===== src/rtl/muldiv_unit.sv =====
// rtl/muldiv_unit.sv - iterative multiply/divide unit with HI/LO registers
module muldiv_unit #(
    parameter int WIDTH = 32
) (
    input  logic             clk,
    input  logic             reset,
    input  logic             start,
    input  logic [2:0]       op,
    input  logic [WIDTH-1:0] a,
    input  logic [WIDTH-1:0] b,
    input  logic             flush,
    output logic             busy,
    output logic             done,
    output logic [WIDTH-1:0] hi,
    output logic [WIDTH-1:0] lo
);
    localparam int CW = $clog2(WIDTH);

    typedef enum logic [1:0] {IDLE, CALC, FIX} state_t;

    state_t             state;
    state_t             next_state;
    logic [CW-1:0]      cnt;
    logic [2*WIDTH-1:0] acc;
    logic [WIDTH-1:0]   mag_a;
    logic [WIDTH-1:0]   mag_b;
    logic               is_div;
    logic               neg_q;
    logic               neg_r;

    logic               req;
    logic               accept;
    logic               signed_op;
    logic [WIDTH-1:0]   abs_a;
    logic [WIDTH-1:0]   abs_b;
    logic               last;
    logic [WIDTH:0]     mul_sum;
    logic [2*WIDTH-1:0] mul_next;
    logic [WIDTH:0]     div_trial;
    logic [2*WIDTH-1:0] div_next;
    logic [2*WIDTH-1:0] prod_fix;
    logic [WIDTH-1:0]   quo_fix;
    logic [WIDTH-1:0]   rem_fix;

    assign req       = (state == IDLE) && start && !flush;
    assign accept    = req && !op[2];
    assign signed_op = !op[0];
    assign abs_a     = (signed_op && a[WIDTH-1]) ? -a : a;
    assign abs_b     = (signed_op && b[WIDTH-1]) ? -b : b;
    assign last      = (cnt == CW'(WIDTH - 1));

    // Multiply: acc = {partial product, remaining multiplier bits}, shifted right each step.
    assign mul_sum  = {1'b0, acc[2*WIDTH-1:WIDTH]} + (acc[0] ? {1'b0, mag_a} : '0);
    assign mul_next = {mul_sum, acc[WIDTH-1:1]};

    // Divide: acc = {remainder, dividend/quotient}, shifted left each step.
    assign div_trial = acc[2*WIDTH-1:WIDTH-1] - {1'b0, mag_b};
    assign div_next  = div_trial[WIDTH] ? {acc[2*WIDTH-2:0], 1'b0}
                                        : {div_trial[WIDTH-1:0], acc[WIDTH-2:0], 1'b1};

    assign prod_fix = neg_q ? -acc : acc;
    assign quo_fix  = neg_q ? -acc[WIDTH-1:0] : acc[WIDTH-1:0];
    assign rem_fix  = neg_r ? -acc[2*WIDTH-1:WIDTH] : acc[2*WIDTH-1:WIDTH];

    always_ff @(posedge clk) begin
        if (!reset) begin
            state <= IDLE;
        end else begin
            state <= next_state;
        end
    end

    always_comb begin
        next_state = state;
        case (state)
            IDLE:    if (accept) next_state = CALC;
            CALC:    if (flush) next_state = IDLE;
                     else if (last) next_state = FIX;
            FIX:     next_state = IDLE;
            default: next_state = IDLE;
        endcase
    end

    always_comb begin
        busy = (state != IDLE);
    end

    always_ff @(posedge clk) begin
        if (!reset) begin
            hi     <= '0;
            lo     <= '0;
            done   <= 1'b0;
            cnt    <= '0;
            acc    <= '0;
            mag_a  <= '0;
            mag_b  <= '0;
            is_div <= 1'b0;
            neg_q  <= 1'b0;
            neg_r  <= 1'b0;
        end else begin
            done <= 1'b0;
            case (state)
                IDLE: begin
                    if (accept) begin
                        is_div <= op[1];
                        mag_a  <= abs_a;
                        mag_b  <= abs_b;
                        // Divide by zero keeps an all-ones quotient regardless of signs.
                        neg_q  <= signed_op && (a[WIDTH-1] ^ b[WIDTH-1]) && (!op[1] || (b != '0));
                        neg_r  <= signed_op && a[WIDTH-1];
                        cnt    <= '0;
                        acc    <= op[1] ? {{WIDTH{1'b0}}, abs_a} : {{WIDTH{1'b0}}, abs_b};
                    end else if (req && op == 3'd4) begin
                        hi <= a;
                    end else if (req && op == 3'd5) begin
                        lo <= a;
                    end
                end
                CALC: begin
                    if (!flush) begin
                        acc <= is_div ? div_next : mul_next;
                        cnt <= cnt + CW'(1);
                    end
                end
                FIX: begin
                    if (!flush) begin
                        if (is_div) begin
                            lo <= quo_fix;
                            hi <= rem_fix;
                        end else begin
                            {hi, lo} <= prod_fix;
                        end
                        done <= 1'b1;
                    end
                end
                default: ;
            endcase
        end
    end
endmodule

===== config.mk =====
export PLATFORM = sky130hd
export DESIGN_NAME = muldiv_unit
export DESIGN_NICKNAME = d
export VERILOG_FILES = /design/src/rtl/muldiv_unit.sv
export SDC_FILE = /design/constraint.sdc
export NUM_CORES = 1
export LEC_CHECK = 0
export ABC_AREA = 1
export CORE_MARGIN = 8
export CORE_UTILIZATION = 52
export CTS_CLUSTER_DIAMETER = 200
export DETAILED_ROUTE_END_ITERATION = 6
export PLACE_DENSITY = 0.83
export SYNTH_ARGS = -nofsm -noshare
export SYNTH_HDL_FRONTEND = slang
export SYNTH_SLANG_ARGS = --single-unit

===== constraint.sdc =====
create_clock -name clk -period 2.4 [get_ports clk]
set_input_delay 0.6 -clock clk [delete_from_list [all_inputs] [get_ports clk]]
set_output_delay 0.6 -clock clk [all_outputs]
set_load 0.01 [all_outputs]

; ---- Word level (Yosys, flattened, before mapping)
; Cells that the tools add are included.
[word_totals]
register_bits = 203
input_bits = 71
out_inout_bits = 66
wordCells = 89
[classes]
addsub = 8
n_eq_ne = 13
mux = 31
bitwise_logic = 1
reduce_logical = 25
[ops]
columns = op, count
row1 = 32-bit 2-to-1 mux, 15
row2 = 64-bit 2-to-1 mux, 5
row3 = 32-bit negator, 4
row4 = 32-bit one-hot mux with 2 select lines, 2
row5 = 64-bit one-hot mux with 2 select lines, 1
row6 = 64-bit negator, 1
row7 = 32-bit by 32-bit adder with 33-bit output, 1
row8 = 33-bit by 32-bit subtractor with 33-bit output, 1
row9 = 32-bit nonzero test, 1
row10 = 5-bit 2-to-1 mux, 2
row11 = "2-bit != test, second input constant", 5
row12 = 5-bit one-hot mux with 2 select lines, 1
row13 = 1-bit logical AND, 9
row14 = "3-bit equality test, second input constant", 2
row15 = 2-bit 2-to-1 mux, 3
row16 = 2-bit AND reduction, 3
row17 = 2-bit nonzero test, 3
row18 = "5-bit by 1-bit adder with 5-bit output, second input constant", 1
row19 = "5-bit equality test, second input constant", 1
row20 = 5-bit AND reduction, 1
row21 = 1-bit zero test, 4
row22 = "2-bit by 1-bit != test with 1-bit output, second input constant", 2
row23 = 2-bit one-hot mux with 2 select lines, 1
row24 = 4-bit AND reduction, 1
row25 = 8 further kinds, 8

; ---- Depth between registers and ports, before layout
; Gate-level depths: netlist of the first run.
[logic_depth]
ltp_word = 8
mapped_depth = 21
mapped_depth_nobuf = 20

; ---- Worst setup path before layout of the first run
; No wires, ideal clock.
[synth_path]
path_type = register to register
from = register acc[31]
to = register acc[39]
setup_ps = 143
arrival_ps = 2217
required_ps = 2257
slack_ps = 40
path_stages_with_launch = 19
n_path_buf = 1
period_less_slack_ps = 2360
cell_sequence = dfxtp_1 -> inv_1 -> ha_1 -> fa_1 -> inv_1 -> nand2_1 -> nand2_1 -> nand3_1 -> nand2_2 -> nand2_2 -> nand2_2 -> nand2_4 -> nand3_2 -> nand2_8 -> buf_12 -> nand2_2 -> nand3_2 -> nand2_2 -> a21oi_2
[synth_via]
elab_chain_cells = 5
[synth_lines]
columns = element, line
row1 = from (decl), 24  ; logic [2*WIDTH-1:0] acc;
row2 = from (signal assigned), 112  ; acc <= op[1] ? {{WIDTH{1'b0}}, abs_a} : {{WIDTH{1'b0}}, abs_b};
row3 = from (signal assigned), 121  ; acc <= is_div ? div_next : mul_next;
row4 = 33-bit by 32-bit subtractor with 33-bit output, 57  ; assign div_trial = acc[2*WIDTH-1:WIDTH-1] - {1'b0, mag_b};
row5 = 64-bit 2-to-1 mux, 58  ; assign div_next = div_trial[WIDTH] ? {acc[2*WIDTH-2:0], 1'b0}
row6 = 64-bit 2-to-1 mux, 121
row7 = 64-bit 2-to-1 mux, 120  ; if (!flush) begin
row8 = 64-bit one-hot mux with 2 select lines, 102  ; case (state)
; Every way passes these cells. The select of a mux whose other input is x is not followed.
; A chain may end at the register's enable or synchronous reset.

; ---- Final worst setup path of the first run
[layout_path]
from = register acc[31]
to = register acc[38]
; Same word-level chain as after synthesis.

==> results of run 1 <==
per-layer routing:
metal	vias to the layer above	track usage, %	share of wire [%]
met4	2	24.5	7.5
li1	11600	-	-
met2	1779	61.5	41
met1	11300	54.7	39
met3	368	10.6	13
met5	-	0	0.014
synth_stat cells (3+ instances only):
master / instances
inv_1: 492
nand2_2: 67
dfxtp_1: 203
ha_1: 70
nor4_1: 8
buf_1: 8
o22ai_1: 18
o21ai_1: 19
nand3_2: 35
xor2_1: 53
clkbuf_1: 78
a21oi_2: 32
nor2_4: 5
nor2_2: 14
nand2_1: 887
a31oi_1: 41
buf_6: 5
o211ai_1: 25
buf_12: 3
nor2_1: 308
buf_2: 23
nand4_1: 59
nor3_1: 36
or2_2: 5
clkinv_1: 4
a21oi_1: 189
and2_1: 7
nand3_1: 259
nand2_4: 6
inv_2: 10
o21ai_0: 230
o21bai_1: 5
nand3b_1: 10
a22o_1: 6
xnor2_1: 13
a21o_1: 6
cell type report:
| class | instances | area [µm²] | share of cell area [%] |
|---|---|---|---|
| multi-input combinational | 2433 | 13500 | 51.4 |
| clock buffer | 33 | 686 | 2.61 |
| sequential | 203 | 4090 | 15.6 |
| tap | 461 | 577 | 2.19 |
| inverter | 507 | 1900 | 7.24 |
| clock inverter | 13 | 141 | 0.538 |
| timing repair buffer | 633 | 5380 | 20.5 |
placed cells by master, fill, tap and decap left out, drive strengths merged, types with 3 or more instances in the layout:
master / count
o211ai: 25
clkinvlp: 3
o21ai: 252
buf: 496
a31oi: 41
clkinv: 10
nand4: 59
clkbuf: 35
a21o: 6
and2: 7
ha: 70
nor2: 327
or2: 7
nand3: 294
a22o: 6
xor2: 53
dfxtp: 203
nand2: 961
nor3: 38
o22ai: 18
a21oi: 222
inv: 505
o21bai: 5
xnor2: 13
clkdlybuf4s50: 134
nor4: 8
nand3b: 10
registers in the layout, summed over array words and instances (netlist names):
name    flops
state       2
done        1
neg_r       1
acc        64
lo         32
mag_a      32
hi         32
mag_b      32
is_div      1
cnt         5
neg_q       1
per-stage QoR:
step                      worst slack (ns)  power, mW  area (µm²)  instances
after floorplan                     0.0401       5.42       18900       3262
after global placement              -0.268       6.95       24100       4221
after detailed placement            -0.303       6.98       24100       4221
after CTS                          0.00127       10.9       25100       4269
after global routing                -0.111       11.6       26300       4283
final                             -0.00910       11.3       26300       4283
cells by family after synthesis:
kind of cell,after synthesis,synth area share (%)
flip-flops,203,21.5
XOR/XNOR,66,3.06
AO/OA/AOI/OAI,582,17.3
AND/OR/NAND/NOR,1713,40.1
buffers and inverters,626,13.1
adder cells (fa/ha/maj),72,4.85
worst reg2reg max path, delay by kind of cell (launching register included):
kind	cells	cell delay, ns
and+or+nand+nor	13	1.03
buffers and inverters	3	0.31
DFF	1	0.34
AOI/OAI and AO/OA	1	0.14
adders and majority gates	2	0.54
what timing repair did:
action	CTS	global route
resized for setup	38	252
pin swaps	4	52
setup endpoints to repair	34	59
setup buffers	1	12
gates cloned	1	2
path summary, 6_finish.rpt:
path	from	to	slack [ns]
setup / recovery	acc[31]$_SDFFE_PN0P_	acc[38]$_SDFFE_PN0P_	-0.009
hold / removal	mag_a[13]$_SDFFE_PN0P_	mag_a[13]$_SDFFE_PN0P_	0.45
setup reg to reg	acc[31]$_SDFFE_PN0P_	acc[38]$_SDFFE_PN0P_	-0.009
hold reg to reg	mag_a[13]$_SDFFE_PN0P_	mag_a[13]$_SDFFE_PN0P_	0.45
report_power, final:
group          leakage (nW)  switching (mW)  internal (mW)
Clock                 0.397            1.69           2.24
Sequential             1.66           0.128           3.50
Combinational          11.0            2.22           1.50
Total                  13.1            4.04           7.25
==> results by group, run 1 <==
Status
  • Status: finished with violations
  • Failing checks: setup timing

Die
  • Die width: 207 µm
  • DIE HEIGHT: 207 µm
  • Total core area: 35700 µm²
  • Area of the die: 42700 µm²
  • Row count: 69
  • Starting Density: 53.0%
  • Number of I/O pins: 137

Cells and area
  • Final core utilization: 73.8%
  • Share of cells above drive strength 1: 24.9%
  • Filler Cell Count: 3002
  • Antenna diode count: 0
  • Final nets: 3946
  • Area Overhead vs Synth: 39.3%

Global routing
  • Total GRT Usage: 41.8%
  • Vias in the first global route: 22700
  • Largest net degree at the start of global routing: 74
  • Grt ovf: 0
  • First-pass GRT wire length: 135 mm
  • Antenna violations before repair: 1

Critical path
  • WP data arrival: 2.89 ns
  • CP Class: flip-flop to flip-flop
  • Setup crit end kind: flip-flop
  • Slowest stage delay, CP: 0.38 ns
  • Critical path depth in cells: 19
  • Slowest cell on crit path: fa_2
  • CP max FO: 8
  • Worst endpoint required time: 2.88 ns
  • Startpoint Class: flip-flop
  • Worst path most repeated cell: nand2_2
  • CP top delay family: simple AND/OR/NAND/NOR gates
  • WP buf/inv: 3
  • Crit-path cells: inv_2, ha_4, fa_2, inv_2, nand2_2, nand2_2, nand3_2, nand2_2, nand2_2, nand2_4, nand2_4, nand2_4, nand2_4, nand2_8, buf_12, nand2_2, nand3_2, nand2_2, a21oi_2
  • R2R cell count: 19

Detailed routing
  • DRT antenna net count: 0
  • First-pass DRT Iterations: 7
  • Post-Route WL: 93.2 mm
  • DRC Markers: 0
  • DR WL/cell: 21.8 µm
  • Vias per inst: 5.86
  • Drt initial violations: 3448
  • Vias: 25100

Flow run
  • # Max-Cap Violations: 0

CTS
  • H-tree Lvls: 1
  • Hold_buf cts: 0
  • Maximum clock path buffer count: 3
  • Clk Latency, worst-skew pair: 0.56 ns
  • CTS tree: built
  • Root buffer cell: clkbuf_16
  • Cts bufs inserted: 25
  • Clk sinks: 203
  • Clk slew on worst S/H paths: 0.06 ns

Synth
  • Yosys reg bits: 203
  • Top cells by area, synth: dfxtp_1, nand2_1, inv_1
  • Total number of yosys warnings: 0
  • Distinct cells, synth: 52
  • Syn Nets: 3405
  • Top cell type's share of synthesized area: 21.5%
  • Register area share after synthesis: 21.5%
  • Cells after Synth: 3262
  • Post-Synthesis Cell Area: 18900 µm²
  • Main synth FF type: dfxtp_1
  • Average size of a mapped cell: 5.79 µm²
  • Post-synth EDFFs: 0
  • Asr flop ratio synth: 0%
  • Post-synth top area cell: dfxtp_1

STA
  • Post-Route Skew: 0.0103 ns
  • Actual slew at the worst max-slew pin: 0.928 ns
  • RSZ-0062 raised after global routing: true
  • WHS: 0.453 ns
  • F_max: 415 MHz
  • Setup violators final: 2
  • Crit path setup slack, layout: -0.00910 ns
  • Final Max Slew Viols: 0
  • Slew Limit Headroom: 38.1%
  • Final hold violation count: 0
  • Final worst path period share: 100%
  • Final TNS setup: -0.00927 ns
  • Tmin final: 2.41 ns

Placement
  • Routability cong.: 1.12
  • # port buffers: 136
  • DP Wirelength: 73.6 mm

Power
  • Leakage: 13.1 nW
  • Cell Pwr Density: 429 nW/µm²
  • Peak supply drop: 0.494 mV

Min path
  • Hold crit path type: flip-flop to flip-flop
  • Hold path depth: 2
(Power assumes the default switching activity.)
==> run 2: changes to the inputs <==
--- a/config.mk
+++ b/config.mk
@@ -10,7 +10,7 @@
 export CORE_UTILIZATION = 52
 export CTS_CLUSTER_DIAMETER = 200
 export DETAILED_ROUTE_END_ITERATION = 6
-export PLACE_DENSITY = 0.83
+export PLACE_DENSITY = 0.73
 export SYNTH_ARGS = -nofsm -noshare
 export SYNTH_HDL_FRONTEND = slang
 export SYNTH_SLANG_ARGS = --single-unit
==> run 2 against run 1 <==
The flow finishes with violations (DRC, setup timing). Worst hold slack gained 0.0070 ns. Critical path depth shrank 3. Via count grew 0.74%. First-iteration DRC count shrank 8.4%. Setup slack lost 0.053 ns. Combinational power shrank 4%.
==> results by group, run 2 (synthesized netlist as in run 1, its figures left out) <==
Placement
  • Placed instance area: 23600 µm²
  • Place WS: -0.402 ns
  • # port buffers: 136
  • Routability cong.: 1.08
  • Dpl cells: 4155
  • DP Wirelength: 71.4 mm

CTS
  • Clk slew on worst S/H paths: 0.06 ns
  • Clk sinks: 203
  • H-tree Lvls: 1
  • Root buffer cell: clkbuf_16
  • Maximum clock path buffer count: 3
  • Cts bufs inserted: 25
  • CTS tree: built
  • Hold_buf cts: 0
  • Clk Latency, worst-skew pair: 0.55 ns

Power
  • Cell Pwr Density: 426 nW/µm²
  • Clock share of power: 36.1%
  • Gate power share: 31.8%
  • Sw Share: 35.0%
  • Sequential Power Share: 32.2%
  • Leakage: 13.0 nW
  • P_int: 7.34 mW
  • Peak supply drop: 0.540 mV
  • Sw power: 3.95 mW

Die
  • Number of I/O pins: 137
  • DIE HEIGHT: 207 µm
  • Starting Density: 53.0%
  • Total core area: 35700 µm²
  • Die width: 207 µm
  • Row count: 69
  • Area of the die: 42700 µm²

Detailed routing
  • Vias per inst: 5.97
  • Post-Route WL: 93.2 mm
  • DRC Markers: 1
  • Drt initial violations: 3160
  • DR WL/cell: 22.0 µm
  • First-pass DRT Iterations: 7
  • DRT antenna net count: 0
  • Vias: 25300

STA
  • Crit path setup slack, layout: -0.0620 ns
  • Final hold violation count: 0
  • Final worst path period share: 103%
  • Slew Limit Headroom: 54.7%
  • Actual slew at the worst max-slew pin: 0.679 ns
  • Setup violators final: 17
  • Final Max Slew Viols: 0
  • Tmin final: 2.46 ns
  • RSZ-0062 raised after global routing: true
  • F_max: 406 MHz
  • WHS: 0.460 ns
  • Post-Route Skew: 0.0140 ns

Global routing
  • Grt ovf: 0
  • Antenna violations before repair: 0
  • First-pass GRT wire length: 136 mm
  • Largest net degree at the start of global routing: 91
  • Vias in the first global route: 23600
  • Total GRT Usage: 41.6%

Critical path
  • CP max FO: 9
  • Crit-path cells: buf_12, buf_16, nand2_1, inv_2, ha_4, nand2_2, nor2_4, nand2_2, nor4_4, nand2_2, nand3_1, nand2_1, nor2_2, nor2_1, nand2_1, a21oi_1
  • Worst endpoint required time: 2.81 ns
  • WP data arrival: 2.87 ns
  • CP Class: flip-flop to flip-flop
  • Setup crit end kind: flip-flop
  • CP top delay family: simple AND/OR/NAND/NOR gates
  • Startpoint Class: flip-flop
  • Origin of the critical flop-to-flop path: acc[0]$_SDFFE_PN0P_
  • Slowest stage delay, CP: 0.38 ns
  • WP buf/inv: 3
  • Slowest cell on crit path: dfxtp_4
  • CP Launch Point: acc[0]$_SDFFE_PN0P_

Cells and area
  • Commonest non-fill, non-tap cell in the layout: nand2_1
  • Area Overhead vs Synth: 40.5%
  • Post-route cell area: 26500 µm²
  • Antenna diode count: 0
  • Non-Filler Instances: 4233
  • Final core utilization: 74.4%
  • Share of cells above drive strength 1: 26.7%
  • Largest register by flop count: acc
  • Final nets: 3897
  • Max reg flops: 64
  • Commonest non-fill, non-tap cells in the layout: nand2_1, inv_1, buf_4

Status
  • Status: finished with violations
  • Failing checks: DRC, setup timing

Min path
  • Min-delay src: mag_a[2]$_SDFFE_PN0P_
  • Hold crit path type: flip-flop to flip-flop

Flow run
  • # Max-Cap Violations: 0
-- run 2: changes by cell type in the layout (fill, tap and decap cells not counted), moves of 11 or more --
cell	delta
nand2_1	-52
nor2_4	+11
buf_4	-55
inv_2	+19
inv_1	-21
dfxtp_1	-13
nand2_4	+12
nand2_2	+41
-- run 2: path summary, 6_finish.rpt --
| check | end | slack [ns] | cells after the start |
|---|---|---|---|
| hold reg to reg | mag_a[2]$_SDFFE_PN0P_ | 0.46 | 2 |
| setup / recovery | acc[58]$_SDFFE_PN0P_ | -0.06 | 16 |
| setup reg to reg | acc[58]$_SDFFE_PN0P_ | -0.06 | 16 |
| hold / removal | mag_a[2]$_SDFFE_PN0P_ | 0.46 | 2 |
-- run 2: timing repair --
action                     4_1_cts  5_1_grt
gates cloned                     2        4
pin swaps                       13       81
setup buffers                    4       23
gates resized for setup        116      317
setup endpoints to repair       32       68
-- run 2: layer usage --
metal / vias to the layer above / wire length (µm) / GRT usage, %
met5: - / 0 / 0
li1: 11500 / - / -
met3: 418 / 10800 / 9.16
met2: 1719 / 39500 / 63.1
met4: 0 / 8290 / 31.2
met1: 11600 / 34600 / 51.4
-- run 2: worst reg2reg max path: cells and delay by family, from the launching register on --
kind	cells	cell delay [ns]
simple gates	11	1.25
compound gates	1	0.06
flops	1	0.38
fa+ha+maj	1	0.30
buf+inv	3	0.35
-- run 2: final cells by class --
class / instances / area, µm²
Fill cell: 2908 / 9140
Clock inverter: 12 / 155
Clock buffer: 33 / 716
Tap cell: 461 / 577
Timing Repair Buffer: 583 / 5080
Multi-Input combinational cell: 2434 / 14000
Inverter: 507 / 1920
Sequential cell: 203 / 4130
-- run 2: metrics by stage --
stage	setup TNS, ns	power (mW)
finish	-0.390	11.3
global route	-2.61	11.7
CTS	-0.119	10.9
detailed placement	-22.80	6.84
global placement	-14.87	6.79
floorplan	0	5.42
-- run 2: power by group through the flow --
stage          registers [mW]  clock network [mW]  logic [mW]
2_1_floorplan            3.66                   0        1.76
3_3_place_gp             3.69                   0        3.10
3_5_place_dp             3.69                   0        3.15
4_1_cts                  3.62                4.06        3.25
5_1_grt                  3.64                4.21        3.82
6_report                 3.63                4.08        3.58
